$ cat src/rtl/multicycle_controller.sv
// Multicycle RV32I control FSM: sequences one shared ALU and memory port.
// Strobes decode from state; fetch/branch strobes also see mem_ready/zero.
module multicycle_controller #(
  parameter bit LUI_EN = 1'b1,
  parameter bit BNE_EN = 1'b1,
  parameter int CNT_W  = 32
) (
  input  logic             clk,
  input  logic             rst,
  input  logic [6:0]       opcode,
  input  logic [2:0]       funct3,
  input  logic             zero,
  input  logic             mem_ready,
  output logic             mem_req,
  output logic             mem_write,
  output logic             adr_src,
  output logic             ir_write,
  output logic             pc_write,
  output logic             reg_write,
  output logic [1:0]       alu_src_a,
  output logic [1:0]       alu_src_b,
  output logic [2:0]       imm_src,
  output logic [1:0]       result_src,
  output logic [1:0]       alu_op,
  output logic             illegal_instr,
  output logic [CNT_W-1:0] instr_count
);

  typedef enum logic [3:0] {
    S_FETCH,
    S_DECODE,
    S_MEMADR,
    S_MEMREAD,
    S_MEMWB,
    S_MEMWRITE,
    S_EXECR,
    S_EXECI,
    S_ALUWB,
    S_BRANCH,
    S_JAL,
    S_LUI,
    S_TRAP
  } state_t;

  localparam logic [6:0] OP_LD  = 7'b0000011;
  localparam logic [6:0] OP_ST  = 7'b0100011;
  localparam logic [6:0] OP_R   = 7'b0110011;
  localparam logic [6:0] OP_I   = 7'b0010011;
  localparam logic [6:0] OP_BR  = 7'b1100011;
  localparam logic [6:0] OP_JAL = 7'b1101111;
  localparam logic [6:0] OP_LUI = 7'b0110111;

  state_t           r_state;
  state_t           w_next;
  logic [CNT_W-1:0] r_cnt;
  logic             r_ill;

  logic w_ld, w_st, w_r, w_i, w_br, w_jal, w_lui;
  logic w_br_ok, w_br_take;

  assign w_ld  = (opcode == OP_LD);
  assign w_st  = (opcode == OP_ST);
  assign w_r   = (opcode == OP_R);
  assign w_i   = (opcode == OP_I);
  assign w_br  = (opcode == OP_BR);
  assign w_jal = (opcode == OP_JAL);
  assign w_lui = LUI_EN && (opcode == OP_LUI);

  assign w_br_ok = (funct3 == 3'b000) ||
                   (BNE_EN && (funct3 == 3'b001));
  assign w_br_take = (funct3 == 3'b000) ? zero : !zero;

  always_comb begin
    w_next = r_state;
    unique case (r_state)
      S_FETCH:    if (mem_ready) w_next = S_DECODE;
      S_DECODE: begin
        unique case (1'b1)
          w_ld, w_st: w_next = S_MEMADR;
          w_r:        w_next = S_EXECR;
          w_i:        w_next = S_EXECI;
          w_br:       w_next = S_BRANCH;
          w_jal:      w_next = S_JAL;
          w_lui:      w_next = S_LUI;
          default:    w_next = S_TRAP;
        endcase
      end
      S_MEMADR:   w_next = w_st ? S_MEMWRITE : S_MEMREAD;
      S_MEMREAD:  if (mem_ready) w_next = S_MEMWB;
      S_MEMWB:    w_next = S_FETCH;
      S_MEMWRITE: if (mem_ready) w_next = S_FETCH;
      S_EXECR:    w_next = S_ALUWB;
      S_EXECI:    w_next = S_ALUWB;
      S_ALUWB:    w_next = S_FETCH;
      S_BRANCH:   w_next = w_br_ok ? S_FETCH : S_TRAP;
      S_JAL:      w_next = S_ALUWB;
      S_LUI:      w_next = S_ALUWB;
      S_TRAP:     w_next = S_TRAP;
      default:    w_next = S_FETCH;
    endcase
  end

  // Retire = re-entering FETCH; the trap is sticky until reset.
  always_ff @(posedge clk) begin
    if (rst) begin
      r_state <= S_FETCH;
      r_cnt   <= '0;
      r_ill   <= 1'b0;
    end else begin
      r_state <= w_next;
      if (w_next == S_FETCH && r_state != S_FETCH)
        r_cnt <= r_cnt + CNT_W'(1);
      if (w_next == S_TRAP)
        r_ill <= 1'b1;
    end
  end

  always_comb begin
    mem_req    = 1'b0;
    mem_write  = 1'b0;
    adr_src    = 1'b0;
    ir_write   = 1'b0;
    pc_write   = 1'b0;
    reg_write  = 1'b0;
    alu_src_a  = 2'b00;
    alu_src_b  = 2'b00;
    imm_src    = 3'b000;
    result_src = 2'b00;
    alu_op     = 2'b00;
    if (!rst) begin
      unique case (r_state)
        S_FETCH: begin
          mem_req    = 1'b1;
          alu_src_b  = 2'b10;
          result_src = 2'b10;
          ir_write   = mem_ready;
          pc_write   = mem_ready;
        end
        S_DECODE: begin
          alu_src_a = 2'b01;
          alu_src_b = 2'b01;
          imm_src   = 3'b010;
        end
        S_MEMADR: begin
          alu_src_a = 2'b10;
          alu_src_b = 2'b01;
          imm_src   = w_st ? 3'b001 : 3'b000;
        end
        S_MEMREAD: begin
          mem_req = 1'b1;
          adr_src = 1'b1;
        end
        S_MEMWB: begin
          result_src = 2'b01;
          reg_write  = 1'b1;
        end
        S_MEMWRITE: begin
          mem_req   = 1'b1;
          mem_write = 1'b1;
          adr_src   = 1'b1;
        end
        S_EXECR: begin
          alu_src_a = 2'b10;
          alu_op    = 2'b10;
        end
        S_EXECI: begin
          alu_src_a = 2'b10;
          alu_src_b = 2'b01;
          alu_op    = 2'b10;
        end
        S_ALUWB:  reg_write = 1'b1;
        S_BRANCH: begin
          alu_src_a = 2'b10;
          alu_op    = 2'b01;
          pc_write  = w_br_ok && w_br_take;
        end
        S_JAL: begin
          alu_src_a = 2'b01;
          alu_src_b = 2'b10;
          pc_write  = 1'b1;
        end
        S_LUI: begin
          alu_src_a = 2'b11;
          alu_src_b = 2'b01;
          imm_src   = 3'b100;
        end
        default: ;
      endcase
    end
  end

  assign illegal_instr = r_ill && !rst;
  assign instr_count   = rst ? '0 : r_cnt;

endmodule
$ cat config.mk
export PLATFORM = sky130hd
export DESIGN_NAME = multicycle_controller
export DESIGN_NICKNAME = d
export VERILOG_FILES = /design/src/rtl/multicycle_controller.sv
export SDC_FILE = /design/constraint.sdc
export NUM_CORES = 1
export LEC_CHECK = 0
export ABC_AREA = 0
export CORE_UTILIZATION = 49
export CTS_CLUSTER_SIZE = 10
export DETAILED_ROUTE_END_ITERATION = 6
export GPL_TIMING_DRIVEN = 0
export PLACE_DENSITY = 0.8
export SLEW_MARGIN = 20
export SYNTH_ARGS = -nofsm -noshare
export SYNTH_HDL_FRONTEND = slang
export SYNTH_SLANG_ARGS = --single-unit
$ cat constraint.sdc
create_clock -name clk -period 3.4 [get_ports clk]
set_input_delay 0.51 -clock clk [delete_from_list [all_inputs] [get_ports clk]]
set_output_delay 0.51 -clock clk [all_outputs]
set_load 0.02 [all_outputs]
==> metrics.txt <==
number of sinks on the clock net=37; Port-buffer cells=60; Die Y-Extent=73.6 um; Iter 0 DRT Violations=218; insertion delay to the later sink of the worst-skew pair=300 ps; share of cells above drive strength 1=0.0720; total inserted antenna cells=0; TritonCTS clock tree=done; result of the run=completed; Setup TNS Final=0 ps; Area Growth Syn to Fin=31.9%; total of warnings raised by yosys=0; maximum resistive drop on vdd=0.202 mV; most common cell in the synthesized netlist=sky130_fd_sc_hd__nor2_1; initial antenna violation count=0; H-tree levels=2; kind of end point of the critical path=output port; post-synthesis average cell area=7.50 um^2; maximum clock frequency=308 MHz; total number of nets in the final design=417; CP required=2890 ps; Final setup viols=0; register area share after synthesis=0.295; RSZ-0062 raised after global routing=no; Worst Clk Skew=7.47 ps; dpl hpwl=4870 um; most used cell along the critical path=sky130_fd_sc_hd__clkdlybuf4s50_1; final instance area=3320 um^2; most instantiated flip-flop cell in the synthesis netlist=sky130_fd_sc_hd__dfxtp_1; wire length of the first global-routing pass=11,000 um; total number of vias=2,643; Post-synth top cells=sky130_fd_sc_hd__nor2_1, sky130_fd_sc_hd__nor2b_1, sky130_fd_sc_hd__dfxtp_1, sky130_fd_sc_hd__xor2_1, sky130_fd_sc_hd__nand2_1; Worst-Margin Slew=741 ps; final worst slack=151 ps; number of remaining DRC errors=0; final critical path time including I/O delays and setup=3250 ps; Yosys reg bits=37; total standard cell area after synthesis=2510 um^2; count of flip-flops with a built-in enable after synthesis=0; post-detailed-routing wire length=6710 um; Total Routing Usage GR=0.263; largest fanout of any net on the critical path=10; number of iterations in the first detailed-routing pass=5; via count of the first global-routing pass=2,341; async set-reset flop share out of synthesis=0; post-detailed-placement cell area=3200 um^2; vias per cell=5.62; largest area contributor in the synthesized netlist=sky130_fd_sc_hd__dfxtp_1; top cells by area, synth=sky130_fd_sc_hd__dfxtp_1, sky130_fd_sc_hd__nor2b_1, sky130_fd_sc_hd__xor2_1, sky130_fd_sc_hd__nor2_1, sky130_fd_sc_hd__nand4_1; wire length per cell=14.3 um; critical setup path kind=in -> out; I/O Pins=64; final RePlAce weighted congestion=0.916; share of the cycle needed by the critical path after routing=0.955; fill cell instance count of the final layout=419; cell at the root of the clock tree=sky130_fd_sc_hd__clkbuf_8; number of nets in the synthesized netlist=350; CP startpoint kind=input pin; pin count of the biggest net entering global routing=14; effective utilization at floorplan=0.522; ordered list of cells on the worst path=clkdlybuf4s50_1, clkbuf_1, buf_1, nor3_1, clkdlybuf4s50_1; total CTS buffers=5; max_slew headroom=0.505; setup slack at placement=-122 ps; maximum buffer depth of the clock tree=2; Fin. Hold Viols=0; number of maximum-capacitance violations=0; cell count after synthesis=335; CP max stage cell=sky130_fd_sc_hd__clkdlybuf4s50_1; number of routed nets with antenna violations=0; share of Yosys cell area claimed by the top area cell type=0.295; worst endpoint data arrival time=2740 ps; leakage power total=1.18 nW; clk slew on worst S/H paths=80 ps; class of the most critical hold timing path=reg -> reg; Max stage delay on crit path=560 ps; post-route core utilization=0.688; residual overflow from global routing=0; Die Footprint=5420 um^2; Chip Width=73.6 um; num rows=25; Max Slew Vio Count=0; count of distinct cell types in the synthesized netlist=49; area of the core=4820 um^2; total power density per cell area=301 nW/um^2
stage by stage:
step                hold WS [ps]  instances  total power [mW]
floorplan                    462        335             0.548
CTS                          506        470             0.995
finish                       498        470             0.997
detailed placement           494        462             0.607
global route                 536        470              1.04
global placement             484        462             0.605
report_power, final:
| part | internal, mW | switching (mW) | total, mW |
|---|---|---|---|
| registers | 0.437 | 0.00169 | 0.438 |
| clock network | 0.220 | 0.178 | 0.398 |
| logic | 0.0630 | 0.0980 | 0.161 |
| total | 0.719 | 0.278 | 0.997 |
flip-flops by register name (all words and copies together) (netlist names):
| signal | flops |
|---|---|
| r_cnt | 32 |
| r_state | 4 |
| r_ill | 1 |
repair_timing:
item,CTS,global route
hold buffers,0,0
setup endpoints to repair,1,1
gates resized for setup,1,1
setup buffers,0,0
critical path: cells and delay by family:
kind / cells / cell delay (ps)
buffers and inverters: 4 / 2090
AND/OR/NAND/NOR: 1 / 130
layout make-up:
cell class	count	area (um^2)	share of cell area
well taps	67	83.8	0.0253
clock inverters	3	46.3	0.0140
multi-input cells	272	1660	0.501
repair buffers	60	601	0.181
inverters	3	11.3	0.00340
flip-flops and latches	37	741	0.223
plain buffers	23	103	0.0309
clock buffers	5	68.8	0.0208
routing by layer:
layer	vias to the layer above	global-route usage	routed length, um
met3	10	0.0370	447
met2	108	0.421	3080
met4	0	0.0684	78
li1	1298	-	-
met1	1227	0.370	3110
met5	-	0	0
cells by family after synthesis:
| group | after synthesis | share of synthesized area |
|---|---|---|
| XOR/XNOR | 24 | 0.0836 |
| flip-flops | 37 | 0.295 |
| AO/OA/AOI/OAI | 34 | 0.0811 |
| AND/OR/NAND/NOR | 205 | 0.456 |
| adder cells (fa/ha/maj) | 1 | 0.00498 |
| buffers and inverters | 26 | 0.0443 |
| multiplexers | 8 | 0.0353 |
placed cells by master (no fill, tap or decap), types with 5 or more instances in the layout:
cell / n
sky130_fd_sc_hd__nand4_1: 19
sky130_fd_sc_hd__mux2_2: 6
sky130_fd_sc_hd__and2_1: 8
sky130_fd_sc_hd__and4_1: 5
sky130_fd_sc_hd__nor2b_1: 38
sky130_fd_sc_hd__xor2_1: 23
sky130_fd_sc_hd__o21ai_0: 12
sky130_fd_sc_hd__clkdlybuf4s50_1: 60
sky130_fd_sc_hd__dfxtp_1: 37
sky130_fd_sc_hd__a21oi_1: 8
sky130_fd_sc_hd__nand2b_1: 8
sky130_fd_sc_hd__or3_1: 9
sky130_fd_sc_hd__nor3_1: 10
sky130_fd_sc_hd__nor2_1: 44
sky130_fd_sc_hd__clkbuf_1: 12
sky130_fd_sc_hd__clkbuf_8: 5
sky130_fd_sc_hd__nand3_1: 16
sky130_fd_sc_hd__and3_1: 6
sky130_fd_sc_hd__buf_2: 5
sky130_fd_sc_hd__nand2_1: 22
final timing paths:
path              slack (ps)          to  depth (start not counted)       start
setup reg to reg         550   r_cnt[31]                          8  r_state[1]
hold reg to reg          500    r_cnt[1]                          2    r_cnt[1]
setup / recovery         150  imm_src[0]                          5         rst
hold / removal           500    r_cnt[1]                          2    r_cnt[1]
Power figures use the tool's default switching activity.
